File: src/rtl/clock_enable_monitor.sv
// clock_enable_monitor: measures the spacing of a clock-enable pulse stream,
// declares lock after LOCK_COUNT consecutive in-tolerance periods and raises
// a sticky fault when a locked stream drifts out of range or stalls.
// Optional feature: define CLOCK_ENABLE_MONITOR_FAULT_COUNT_EN to add a
// saturating count of LOCKED->FAULT events on output fault_count.
module clock_enable_monitor #(
  parameter int CLK_FREQ     = 12_000_000,
  parameter int COUNTER_FREQ = 6_000_000,
  parameter int TOLERANCE    = 0,
  parameter int LOCK_COUNT   = 4,
  localparam int TICKS = CLK_FREQ / COUNTER_FREQ,
  localparam int HI    = TICKS + TOLERANCE,
  localparam int LO    = TICKS - TOLERANCE,
  localparam int W     = $clog2(HI + 2)
) (
  input  logic         clk,
  input  logic         rst,
  input  logic         en,
  input  logic         clear,
  output logic [W-1:0] period,
  output logic         period_valid,
  output logic         locked,
  output logic         fault
`ifdef CLOCK_ENABLE_MONITOR_FAULT_COUNT_EN
  ,
  output logic [7:0]   fault_count
`endif
);

  localparam int GW = $clog2(LOCK_COUNT + 1);

  typedef enum logic [1:0] {
    SEARCH  = 2'd0,
    MEASURE = 2'd1,
    LOCKED  = 2'd2,
    FAULT   = 2'd3
  } state_t;

  state_t          state;
  state_t          state_n;
  logic [W-1:0]    cnt;
  logic [W-1:0]    meas;
  logic [GW-1:0]   good;
  logic [GW-1:0]   good_n;
  logic [GW-1:0]   good_inc;
  logic            in_range;
  logic            timeout;
  logic            upd;

  // Cycle counter stops at HI so an overlong gap reads back as HI + 1.
  function automatic logic [W-1:0] cnt_sat_inc(input logic [W-1:0] v);
    return (v == W'(HI)) ? v : v + W'(1);
  endfunction

  // Interval ending in this cycle; never wraps because cnt <= HI.
  assign meas     = cnt + W'(1);
  assign in_range = (meas >= W'(LO)) && (meas <= W'(HI));
  // One cycle earlier than an en could still land on HI: the next period is
  // already guaranteed to be too long.
  assign timeout  = !en && (cnt == W'(HI - 1));
  assign good_inc = good + GW'(1);

  // Period counter, restarted by every enable pulse.
  always_ff @(posedge clk or posedge rst) begin
    if (rst) begin
      cnt <= '0;
    end else if (en) begin
      cnt <= '0;
    end else begin
      cnt <= cnt_sat_inc(cnt);
    end
  end

  // Next-state, good-period tracking and period-update decision.
  always_comb begin
    state_n = state;
    good_n  = good;
    upd     = 1'b0;
    case (state)
      SEARCH: begin
        if (en) begin
          state_n = MEASURE;
          good_n  = '0;
        end
      end
      MEASURE: begin
        if (timeout) begin
          state_n = SEARCH;
          good_n  = '0;
        end else if (en) begin
          upd = 1'b1;
          if (in_range) begin
            good_n = good_inc;
            if (good_inc == GW'(LOCK_COUNT)) state_n = LOCKED;
          end else begin
            good_n = '0;
          end
        end
      end
      LOCKED: begin
        upd = en;
        if (timeout || (en && !in_range)) state_n = FAULT;
      end
      FAULT: begin
        // Acknowledge wins over a coincident pulse; that pulse is dropped.
        if (clear) state_n = SEARCH;
        else       upd     = en;
      end
      default: begin
        state_n = SEARCH;
        good_n  = '0;
      end
    endcase
  end

  // State register with outputs registered from the next state.
  always_ff @(posedge clk or posedge rst) begin
    if (rst) begin
      state        <= SEARCH;
      good         <= '0;
      period       <= '0;
      period_valid <= 1'b0;
      locked       <= 1'b0;
      fault        <= 1'b0;
    end else begin
      state        <= state_n;
      good         <= good_n;
      period_valid <= upd;
      if (upd) period <= meas;
      locked       <= (state_n == LOCKED);
      fault        <= (state_n == FAULT);
    end
  end

`ifdef CLOCK_ENABLE_MONITOR_FAULT_COUNT_EN
  function automatic logic [7:0] sat_inc8(input logic [7:0] v);
    return (v == 8'hFF) ? v : v + 8'd1;
  endfunction

  // Loss-of-lock event counter, cleared only by reset.
  always_ff @(posedge clk or posedge rst) begin
    if (rst) begin
      fault_count <= 8'd0;
    end else if ((state == LOCKED) && (state_n == FAULT)) begin
      fault_count <= sat_inc8(fault_count);
    end
  end
`endif

endmodule

File: config.mk
export PLATFORM = sky130hd
export DESIGN_NAME = clock_enable_monitor
export DESIGN_NICKNAME = d
export VERILOG_FILES = /design/src/rtl/clock_enable_monitor.sv
export SDC_FILE = /design/constraint.sdc
export NUM_CORES = 1
export LEC_CHECK = 0
export ABC_AREA = 1
export BUFFER_PORTS_ARGS = -buffer_cell sky130_fd_sc_hd__buf_2
export CORE_AREA = 2 2 39 41
export DETAILED_ROUTE_END_ITERATION = 8
export DIE_AREA = 0 0 41 43
export PLACE_DENSITY = 0.66
export SETUP_SLACK_MARGIN = 0.1
export SYNTH_ARGS = -nofsm -noshare
export SYNTH_HDL_FRONTEND = slang
export SYNTH_SLANG_ARGS = --single-unit
File: constraint.sdc
create_clock -name clk -period 1.56 [get_ports clk]
set_clock_uncertainty 0.1 [all_clocks]
set_input_delay 0 -clock clk [delete_from_list [all_inputs] [get_ports clk]]
set_output_delay 0 -clock clk [all_outputs]
set_load 0.01 [all_outputs]
Word-level counts from Yosys, hierarchy flattened:

Index checks and enable logic that the tools add are counted.
W data, S select, Z words.

* add/subtract/negate cells: 2
* order comparisons: 2
* equality and inequality tests: 11
* mux-type cells: 19
* reduce and logical (&&, ||, !) cells: 9

Operators by type and width (count)
* $mux W2: 9
* $mux W3: 4
* $eq A2 B2 Y1 const B: 5
* $pmux W2 S4: 1
* $pmux W3 S2: 1
* $eq A2 B1 Y1 const B: 2
* $ne A2 B2 Y1 const B: 2
* $add A3 B1 Y3 const B: 1
* $eq A3 B3 Y1 const B: 1
* $logic_and A1 B1 Y1: 3
* $mux W1: 3
* $ne A3 B3 Y1 const B: 1
* $pmux W1 S3: 1
* $reduce_and A3 Y1: 1
* $add A2 B1 Y2 const B: 1
* $ge A2 B2 Y1 const B: 1
* $le A2 B2 Y1 const B: 1
* $logic_not A1 Y1: 2
* $logic_not A2 Y1: 1
* $reduce_bool A2 Y1: 1
* $logic_or A1 B1 Y1: 1

* register bits after elaboration: 12
* input bits: 4
* output and inout port bits: 5
* logic and storage cells: 50

Longest topological paths before layout:

Gate-level depths: netlist of the first run.

* depth in word-level cells: 9
* depth in mapped cells: 9
* depth with buffers taken out: 9

Least setup slack after synthesis of the first run:

OpenSTA, ideal clock, no wires.

* kind: reg-to-reg
* start: register cnt[0]
* end: register locked
* library setup time: 69 ps
* arrival time: 1106 ps
* required time: 1391 ps
* setup slack: 285 ps
* cell stages (with the launch flop): 9
* buffers on the path: 0
* period minus slack after synthesis: 1275 ps
* cells stage by stage: dfrtp_1 -> ha_1 -> inv_1 -> nor2_4 -> nor2_4 -> nand3_2 -> nand2_2 -> inv_2 -> nor2_2

* word-level cells in the longest chain between the ends: 9
* elaborated cells on any way between the ends: 15
* those cells by class: add/sub (1); order compare (2); eq/ne (2); mux (5); reduce/logical (5)

Ends and longest elaborated chain
* from (decl): RTL line 41 `logic [W-1:0] cnt;`
* from (signal assigned): RTL line 70 `cnt <= cnt_sat_inc(cnt);`
* $add A2 B1 Y2: RTL line 56 `assign meas = cnt + W'(1);`
* $ge A2 B2 Y1 / $le A2 B2 Y1 (equally long branches): RTL line 57 `assign in_range = (meas >= W'(LO)) && (meas <= W'(HI));`
* $logic_and A1 B1 Y1: RTL line 57
* $logic_not A1 Y1: RTL line 102 `if (timeout || (en && !in_range)) state_n = FAULT;`
* $logic_and A1 B1 Y1: RTL line 102
* $logic_or A1 B1 Y1: RTL line 102
* $mux W2: RTL line 102
* $pmux W2 S4 (*): RTL line 79 `case (state)`
* named net state_n[1]: RTL line 40 `state_t state_n;`
* $eq A2 B2 Y1 (*): RTL line 130 `locked <= (state_n == LOCKED);`
* to (signal assigned): RTL line 130
* to (decl): RTL line 22 `output logic locked,`

The timed path passes the listed nets; every way through them passes the cells marked *.
A chain may end at the register's enable or synchronous reset.

Worst setup path after layout of the first run:

* start: register cnt[1]
* end: register locked

The elaborated chain is that of the path after synthesis.

==> impl_metrics.json, run 1 <==
{
  "grt-ovfl-total": 0,
  "ant_nets": 0,
  "die_h_um": 43,
  "h-tree-depth": 1,
  "path_class": "flop to flop",
  "drive_gt1_share_pct": 28.74,
  "rsz0062_at_grt": "no",
  "maxSlewHeadroom_pct": 70.77,
  "totalWireLength_um": 992,
  "setup_viol": 0,
  "vdd_drop_max_mv": 0.7555,
  "place_hpwl_um": 753.4,
  "cp.arrival_ns": 1.47,
  "cp_cell_sequence": "inv_1 > ha_1 > inv_2 > nor2_4 > nor2_4 > nand3_2 > nand2_2 > inv_2 > nor2_2",
  "syn_nets": 83,
  "worstRegToRegCells": 9,
  "p_int_mw": 0.6452,
  "die_width_um": 41,
  "initial_core_util_pct": 47.29,
  "critical-path-top-delay-family": "simple AND/OR/NAND/NOR gates",
  "power.net_switching_mw": 0.4056,
  "drv_cap": 0,
  "drv_slew": 0,
  "numCtsBuffers": 3,
  "cp_num_buf_inv": 3,
  "synth.most_common_cell": "inv_1",
  "nets": 98,
  "finalSetupTns_ns": 0,
  "ys_warn_count": 0,
  "placed_area_um2": 703.2,
  "area_growth_syn_to_layout_pct": 15.87,
  "cts_setup_buffers": 0,
  "fin_crit_sh_pct": 87.12,
  "p_sw_share_pct": 38.60,
  "clk_latency_ns": 0.27,
  "seqPwrFrac_pct": 43.1,
  "yosys_register_bits": 12,
  "synth_top_area_share_pct": 45.89,
  "setup_slack_ns": 0.2009,
  "timing.rr.end": "locked",
  "drtIter0Drc": 14,
  "fp.dieArea_um2": 1763,
  "grt_pass1_vias": 384,
  "clkSinkCount": 12,
  "netlist.top_cell.by_area": "dfrtp_1",
  "clk_pin_slew_ns": 0.07,
  "hp-class": "input port to asynchronous set/reset pin",
  "place_ws_ns": 0.1784,
  "hold_violations": 0,
  "grt_first_pass_wirelength_um": 1552,
  "synth_cell_type_count": 17,
  "cts_tree": "done",
  "track_usage_pct": 14.12,
  "synth_ff_type": "dfrtp_1",
  "synth_edf_count": 0,
  "period_needed_ns": 1.359,
  "vias": 494,
  "power_frac_comb_pct": 39.1,
  "p_clk_share_pct": 17.7,
  "final_area_um2": 758.2,
  "ff2ff_setup_slack_ns": 0.20,
  "ys_top_cells_by_area": "dfrtp_1, ha_1, inv_1, nand2_1, nand3_1",
  "worstSetupStartpointType": "flop",
  "io-pin-count": 9,
  "ys_top_cells_by_count": "inv_1, dfrtp_1, nand2_1",
  "power_density_nw_per_um2": 1386,
  "crit_required_ns": 1.67,
  "status": "finished clean",
  "p_total_mw": 1.051,
  "power_leakage_nw": 0.4061,
  "place.gp.congestion": 0.7718,
  "grt_max_degree": 13,
  "max_freq_ghz": 0.7358,
  "synth_area_per_cell_um2": 8.843,
  "slowest_delay_ns": 0.38,
  "worst_pin_slew_ns": 0.4380,
  "cts-root-buf": "clkbuf_4",
  "stdcell_count": 103,
  "portBuffers": 8,
  "fp.coreArea_um2": 1384,
  "cpMaxStageDelayCell": "dfrtp_1",
  "synthArstFlopShare_pct": 100.0,
  "dp.cells": 97,
  "antennaDiodeCount": 0,
  "via_per_inst": 4.796,
  "mappedNetlistArea_um2": 654.4,
  "cts_buffer_depth": 2,
  "worstReg2RegStart": "cnt[1]",
  "antenna_found_initial": 0,
  "fin_util_pct": 54.79,
  "first_pass_iters": 4,
  "critPathCaptureType": "flop",
  "drc": 0,
  "wl_per_cell_um": 9.631,
  "holdWs_ns": 0.1586,
  "synthCells": 74,
  "cp_max_fo": 4,
  "rows": 14,
  "seq_area_frac_synth_pct": 45.89
}
[worst reg2reg max path: stages (launching register included)]
cell and delay [ns]:
dfrtp_1 0.38, inv_1 0.07, ha_1 0.20, inv_2 0.09, nor2_4 0.04, nor2_4 0.12
nand3_2 0.10, nand2_2 0.08, inv_2 0.03, nor2_2 0.08
[per-layer routing]
metal  GRT usage, %  part of all wire (%)  wire length (um)
met5              0                     0                 0
met4          14.00                     0                 0
met3          3.141                   2.0                20
met2          17.50                    51               510
met1          18.84                    46               461
[area by class of cell]
cell class	count	area, um2
fillers	128	625.6
flip-flops and latches	12	300.3
multi-input cells	44	281.5
repair buffers	11	70.07
inverters	17	63.81
clock buffers	3	22.52
well taps	16	20.02
[how the worst max path moves through the flow]
stage / start / to / slack [ns] / cells past startpoint
final: cnt[1] / locked / 0.20 / 9
after global routing: cnt[1] / locked / 0.11 / 9
after CTS: cnt[0] / locked / 0.16 / 8
after detailed placement: cnt[1] / locked / 0.18 / 9
after global placement: cnt[0] / locked / 0.18 / 8
after floorplan: cnt[0] / locked / 0.29 / 8
[flip-flops by register name, summed over array words and instances, names as in the netlist]
register,cells
period_valid,1
good,3
fault,1
state,2
period,2
cnt,2
locked,1
[cell families after synthesis]
kind of cell / after synthesis / synth area share, %
AND/OR/NAND/NOR: 27 / 22.37
buffers and inverters: 18 / 11.47
AO/OA/AOI/OAI: 12 / 10.71
flip-flops: 12 / 45.89
adder cells (fa/ha/maj): 5 / 9.560
[power groups by stage]
stage / clock network, mW / logic (mW) / registers, mW
3_5_place_dp: 0 / 0.401 / 0.460
4_1_cts: 0.192 / 0.409 / 0.454
5_1_grt: 0.214 / 0.462 / 0.464
2_1_floorplan: 0 / 0.298 / 0.468
6_report: 0.186 / 0.411 / 0.453
3_3_place_gp: 0 / 0.398 / 0.457
[timing repair]
action	4_1_cts	5_1_grt
endpoints found under the hold margin	15	0
endpoints found under the setup margin	0	1
resized for setup	0	2
hold buffers	3	0
[cell usage in the layout (no fill, tap or decap), drive strengths merged]
cell type and n:
nand4 1, a21oi 4, o31ai 1, nor2 6
o21ai 7, dfrtp 12, dlygate4sd3 3, ha 5
nand2 12, buf 8, nand3 8, inv 17
clkbuf 3
Note: power is estimated with default switching activity, not from simulation.
==> inputs of run 2 (changes only) <==
==> constraint.sdc (replaced) <==
create_clock -name clk -period 1.3 [get_ports clk]
set_clock_uncertainty 0.1 [all_clocks]
set_input_delay 0 -clock clk [delete_from_list [all_inputs] [get_ports clk]]
set_output_delay 0 -clock clk [all_outputs]
set_load 0.01 [all_outputs]
==> impl_metrics.json, run 2 (synthesis results as in run 1) <==
{
  "status": "finished, violations left",
  "violations": "negative setup slack",
  "worstSetupStartpointType": "flop",
  "multi_input_area_um2": 376.6,
  "cts_buffer_depth": 2,
  "cp.arrival_ns": 1.43,
  "ant_nets": 0,
  "vias": 526,
  "regMostFlops": "good",
  "clk_latency_ns": 0.28,
  "antenna_found_initial": 0,
  "drtIter0Drc": 1,
  "power.net_switching_mw": 0.6548,
  "path_class": "flop to flop",
  "first_pass_iters": 2,
  "die_width_um": 41,
  "cp_max_fo": 4,
  "drive_gt1_share_pct": 51.09,
  "grt_max_degree": 13,
  "worstReg2RegStart": "cnt[0]",
  "track_usage_pct": 18.71,
  "grt_first_pass_wirelength_um": 2076,
  "setup_viol": 1,
  "final_common_cell": "dfrtp_1",
  "power_frac_comb_pct": 50.9,
  "power_leakage_nw": 0.4381,
  "numCtsBuffers": 3,
  "period_needed_ns": 1.319,
  "crit_required_ns": 1.41,
  "hp-class": "input port to flop",
  "largest_register_ff_count": 3,
  "via_per_inst": 4.870,
  "drv_cap": 0,
  "setup_slack_ns": -0.01882,
  "hold_violations": 0,
  "grt-ovfl-total": 0,
  "cts_tree": "done",
  "rsz0062_at_grt": "yes",
  "seqPwrFrac_pct": 34.8,
  "portBuffers": 8,
  "grt_pass1_vias": 510,
  "rows": 14,
  "drv_slew": 0,
  "place.gp.congestion": 0.7934,
  "die_h_um": 43,
  "clkSinkCount": 12,
  "dp.cells": 98,
  "antennaDiodeCount": 0,
  "wl_per_cell_um": 12.05,
  "io-pin-count": 9,
  "register_area_um2": 301.5,
  "drc": 0,
  "power_density_nw_per_um2": 1788,
  "p_clk_share_pct": 14.3,
  "fillers": 110,
  "p_sw_share_pct": 40.64,
  "place_hpwl_um": 821,
  "area_growth_syn_to_layout_pct": 37.67,
  "clk_pin_slew_ns": 0.07,
  "h-tree-depth": 1,
  "cts-root-buf": "clkbuf_4",
  "p_int_mw": 0.9563,
  "fp.dieArea_um2": 1763,
  "initial_core_util_pct": 47.29,
  "place_ws_ns": -0.01093,
  "worst_pin_slew_ns": 0.4648,
  "crit_start": "cnt[0]",
  "fin_crit_sh_pct": 101.4,
  "worstHoldStart": "en",
  "maxSlewHeadroom_pct": 68.98,
  "max_freq_ghz": 0.7583,
  "finalSetupTns_ns": -0.01882,
  "fp.coreArea_um2": 1384,
  "stdcell_count": 108,
  "nets": 103,
  "layout_common_cells": "dfrtp_1, nand2_1, inv_1",
  "critPathCaptureType": "flop",
  "vdd_drop_max_mv": 1.213,
  "totalWireLength_um": 1301
}
[run 2: cell count changes in the layout (fill, tap and decap cells not counted), sizes merged]
cell,previous run,this run
buf,8,13
[run 2: final timing paths]
check / endpoint / slack, ns / cells past startpoint
max in group asynchronous: cnt[0] / 0.59 / 3
setup / recovery: locked / -0.02 / 8
hold reg to reg: period[1] / 0.38 / 2
setup reg to reg: locked / -0.02 / 8
min in group asynchronous: good[0] / 0.17 / 3
hold / removal: period_valid / 0.00007 / 3
[run 2: through the flow]
stage                     instance area (um2)  hold WS, ns  utilization, %  power [mW]
after detailed placement                718.2     -0.06471           51.90       1.068
after global placement                  718.2     -0.07686           51.90       1.055
final                                   900.9   0.00006586           65.10       1.611
after CTS                               795.8      0.01533           57.50       1.352
after floorplan                         661.9      -0.2353               -      0.9365
after global routing                    900.9      0.02002           65.10       1.718
[run 2: power by group through the flow]
stage	logic [mW]	registers [mW]	clock network [mW]
floorplan	0.374	0.563	0
global placement	0.507	0.548	0
detailed placement	0.519	0.550	0
CTS	0.578	0.541	0.233
global route	0.891	0.572	0.255
finish	0.821	0.561	0.230
[run 2: layout make-up]
class	count	share of cell area (%)
tap	16	2.222
inverter	17	7.639
multi-input combinational	44	41.81
sequential	12	33.47
clock buffer	3	2.500
timing repair buffer	16	12.36
[run 2: repair_timing]
item	4_1_cts	5_1_grt
setup endpoints to repair	7	12
endpoints found under the hold margin	15	0
hold buffers	3	0
pin swaps	6	15
gates resized for setup	4	23
buffers inserted	1	3
[run 2: routing by layer]
layer,global-route usage [%],share of wire (%)
met1,23.55,41
met2,25.31,51
met5,0,0
met3,6.283,2.2
met4,14.00,5.7
[run 2: critical path, cell delays in order, from the launching register on]
cell	delay, ns
dfrtp_2	0.46
ha_4	0.19
inv_4	0.07
nor2_4	0.04
nor2_4	0.13
nand3_2	0.09
nand2_2	0.08
inv_2	0.04
nor2_2	0.06
==> inputs of run 3 (changes only) <==
--- a/config.mk
+++ b/config.mk
@@ -8,6 +8,7 @@
 export ABC_AREA = 1
 export BUFFER_PORTS_ARGS = -buffer_cell sky130_fd_sc_hd__buf_2
 export CORE_AREA = 2 2 39 41
+export CTS_BUF_LIST = sky130_fd_sc_hd__clkbuf_16
 export DETAILED_ROUTE_END_ITERATION = 8
 export DIE_AREA = 0 0 41 43
 export PLACE_DENSITY = 0.66
==> impl_metrics.json, run 3 (synthesis results as in run 1) <==
{
  "status": "finished, violations left",
  "violations": "negative setup slack",
  "p_total_mw": 1.984,
  "worstSetupStartpointType": "flop",
  "setup_viol": 1,
  "layout_common_cells": "dfrtp_1, inv_1, nand2_1, buf_2, inv_2",
  "clkSinkCount": 12,
  "power_density_nw_per_um2": 2070,
  "grt_pass1_vias": 487,
  "place_hpwl_um": 821,
  "timing.rr.end": "locked",
  "crit_required_ns": 1.33,
  "initial_core_util_pct": 47.29,
  "fin_crit_sh_pct": 100.9,
  "p_sw_share_pct": 35.42,
  "worstReg2RegStart": "cnt[0]",
  "portBuffers": 8,
  "setup_slack_ns": -0.01175,
  "path_class": "flop to flop",
  "rsz0062_at_grt": "yes",
  "hp-class": "input port to flop",
  "cp_max_fo": 3,
  "placed_area_um2": 718.2,
  "drv_slew": 0,
  "place.gp.congestion": 0.7934,
  "max_freq_ghz": 0.7623,
  "seqPwrFrac_pct": 28.5,
  "drive_gt1_share_pct": 56.04,
  "power.net_switching_mw": 0.7029,
  "vias": 540,
  "holdWs_ns": 0.01094,
  "io-pin-count": 9,
  "drv_cap": 0,
  "power_leakage_nw": 0.4644,
  "clk_pin_slew_ns": 0.04,
  "period_needed_ns": 1.312,
  "track_usage_pct": 17.69,
  "p_int_mw": 1.282,
  "maxSlewHeadroom_pct": 68.70,
  "fp.coreArea_um2": 1384,
  "p_clk_share_pct": 27.5,
  "rows": 14,
  "clk_latency_ns": 0.24,
  "area_growth_syn_to_layout_pct": 46.46,
  "drc": 0,
  "stdcell_count": 107,
  "final_area_um2": 958.4,
  "vdd_drop_max_mv": 1.371,
  "crit_start": "cnt[0]",
  "die_h_um": 43,
  "hold_violations": 0,
  "cts_buffer_depth": 2,
  "ant_nets": 0,
  "grt-ovfl-total": 0,
  "antenna_found_initial": 0,
  "final_common_cell": "dfrtp_1",
  "grt_first_pass_wirelength_um": 2056,
  "worst_pin_slew_ns": 0.4690,
  "drtIter0Drc": 10,
  "numCtsBuffers": 3,
  "via_per_inst": 5.047,
  "cp.arrival_ns": 1.34,
  "cts-root-buf": "clkbuf_16",
  "regMostFlops": "good",
  "ff2ff_setup_slack_ns": -0.01,
  "critPathCaptureType": "flop",
  "antennaDiodeCount": 0,
  "worstRegToRegCells": 8,
  "cts_tree": "done",
  "dp.cells": 98,
  "die_width_um": 41,
  "grt_max_degree": 13,
  "totalWireLength_um": 1354,
  "h-tree-depth": 1,
  "first_pass_iters": 4,
  "critPathCapture": "locked",
  "largest_register_ff_count": 3,
  "wl_per_cell_um": 12.65,
  "nets": 102,
  "fp.dieArea_um2": 1763,
  "finalSetupTns_ns": -0.01175,
  "power_frac_comb_pct": 44.1
}
run 3: cell count changes in the layout (fill, tap and decap cells not counted):
| cell | delta |
|---|---|
| clkbuf_16 | +3 |
| clkbuf_4 | -3 |
| buf_6 | +2 |
| dlygate4sd3_1 | -2 |
| nand2_1 | -2 |
| nand2_2 | +2 |
| a21oi_1 | +1 |
| a21oi_2 | -1 |
| buf_4 | -1 |
| nand3_1 | -1 |
| nand3_2 | +1 |
| o21ai_1 | -1 |
| o21ai_2 | +1 |
run 3: what timing repair did:
action	in CTS	in global routing
endpoints found under the hold margin	12	0
setup endpoints to repair	6	12
buffers inserted	3	2
gates resized for setup	8	24
pin swaps	9	13
gates cloned	0	0
hold buffers	1	0
run 3: final cells by class:
class	instances	area, um2
fillers	101	425.4
flip-flops and latches	12	301.5
repair buffers	15	106.4
clock buffers	3	75.07
inverters	17	68.82
well taps	16	20.02
multi-input cells	44	386.6
run 3: per-stage QoR:
stage	utilization, %	setup WS [ns]
floorplan	-	0.08483
global placement	51.90	-0.004307
detailed placement	51.90	-0.01093
CTS	62.21	-0.004027
global route	69.26	-0.08562
finish	69.26	-0.01175
run 3: worst min path at each step:
stage                     startpoint      endpoint  slack (ns)  depth (start not counted)
after floorplan                  rst        cnt[0]       -0.24                          1
after global placement           rst       good[0]       -0.08                          2
after detailed placement         rst  period_valid       -0.06                          2
after CTS                      clear      state[1]        0.02                          4
after global routing           clear         fault        0.03                          4
final                          clear         fault        0.01                          4
run 3: worst max-delay path, stage by stage, from the launching register on:
cell and delay [ns]:
dfrtp_2 0.43, buf_6 0.13, ha_4 0.16, inv_2 0.07, nand2_2 0.05, nand3_2 0.07
nand2_2 0.06, nand3_2 0.10, nor2_2 0.04
run 3: layer usage:
metal / track usage, % / wire, um / vias to the layer above
li1: - / - / 269
met1: 24.23 / 544 / 251
met4: 10.00 / 36 / 0
met3: 3.141 / 45 / 6
met5: 0 / 0 / -
met2: 25.31 / 728 / 14
run 3: power groups by stage:
stage	clock network [mW]	registers, mW	logic, mW
after floorplan	0	0.563	0.374
after global placement	0	0.548	0.507
after detailed placement	0	0.550	0.519
after CTS	0.555	0.551	0.629
after global routing	0.574	0.572	0.952
final	0.545	0.565	0.874
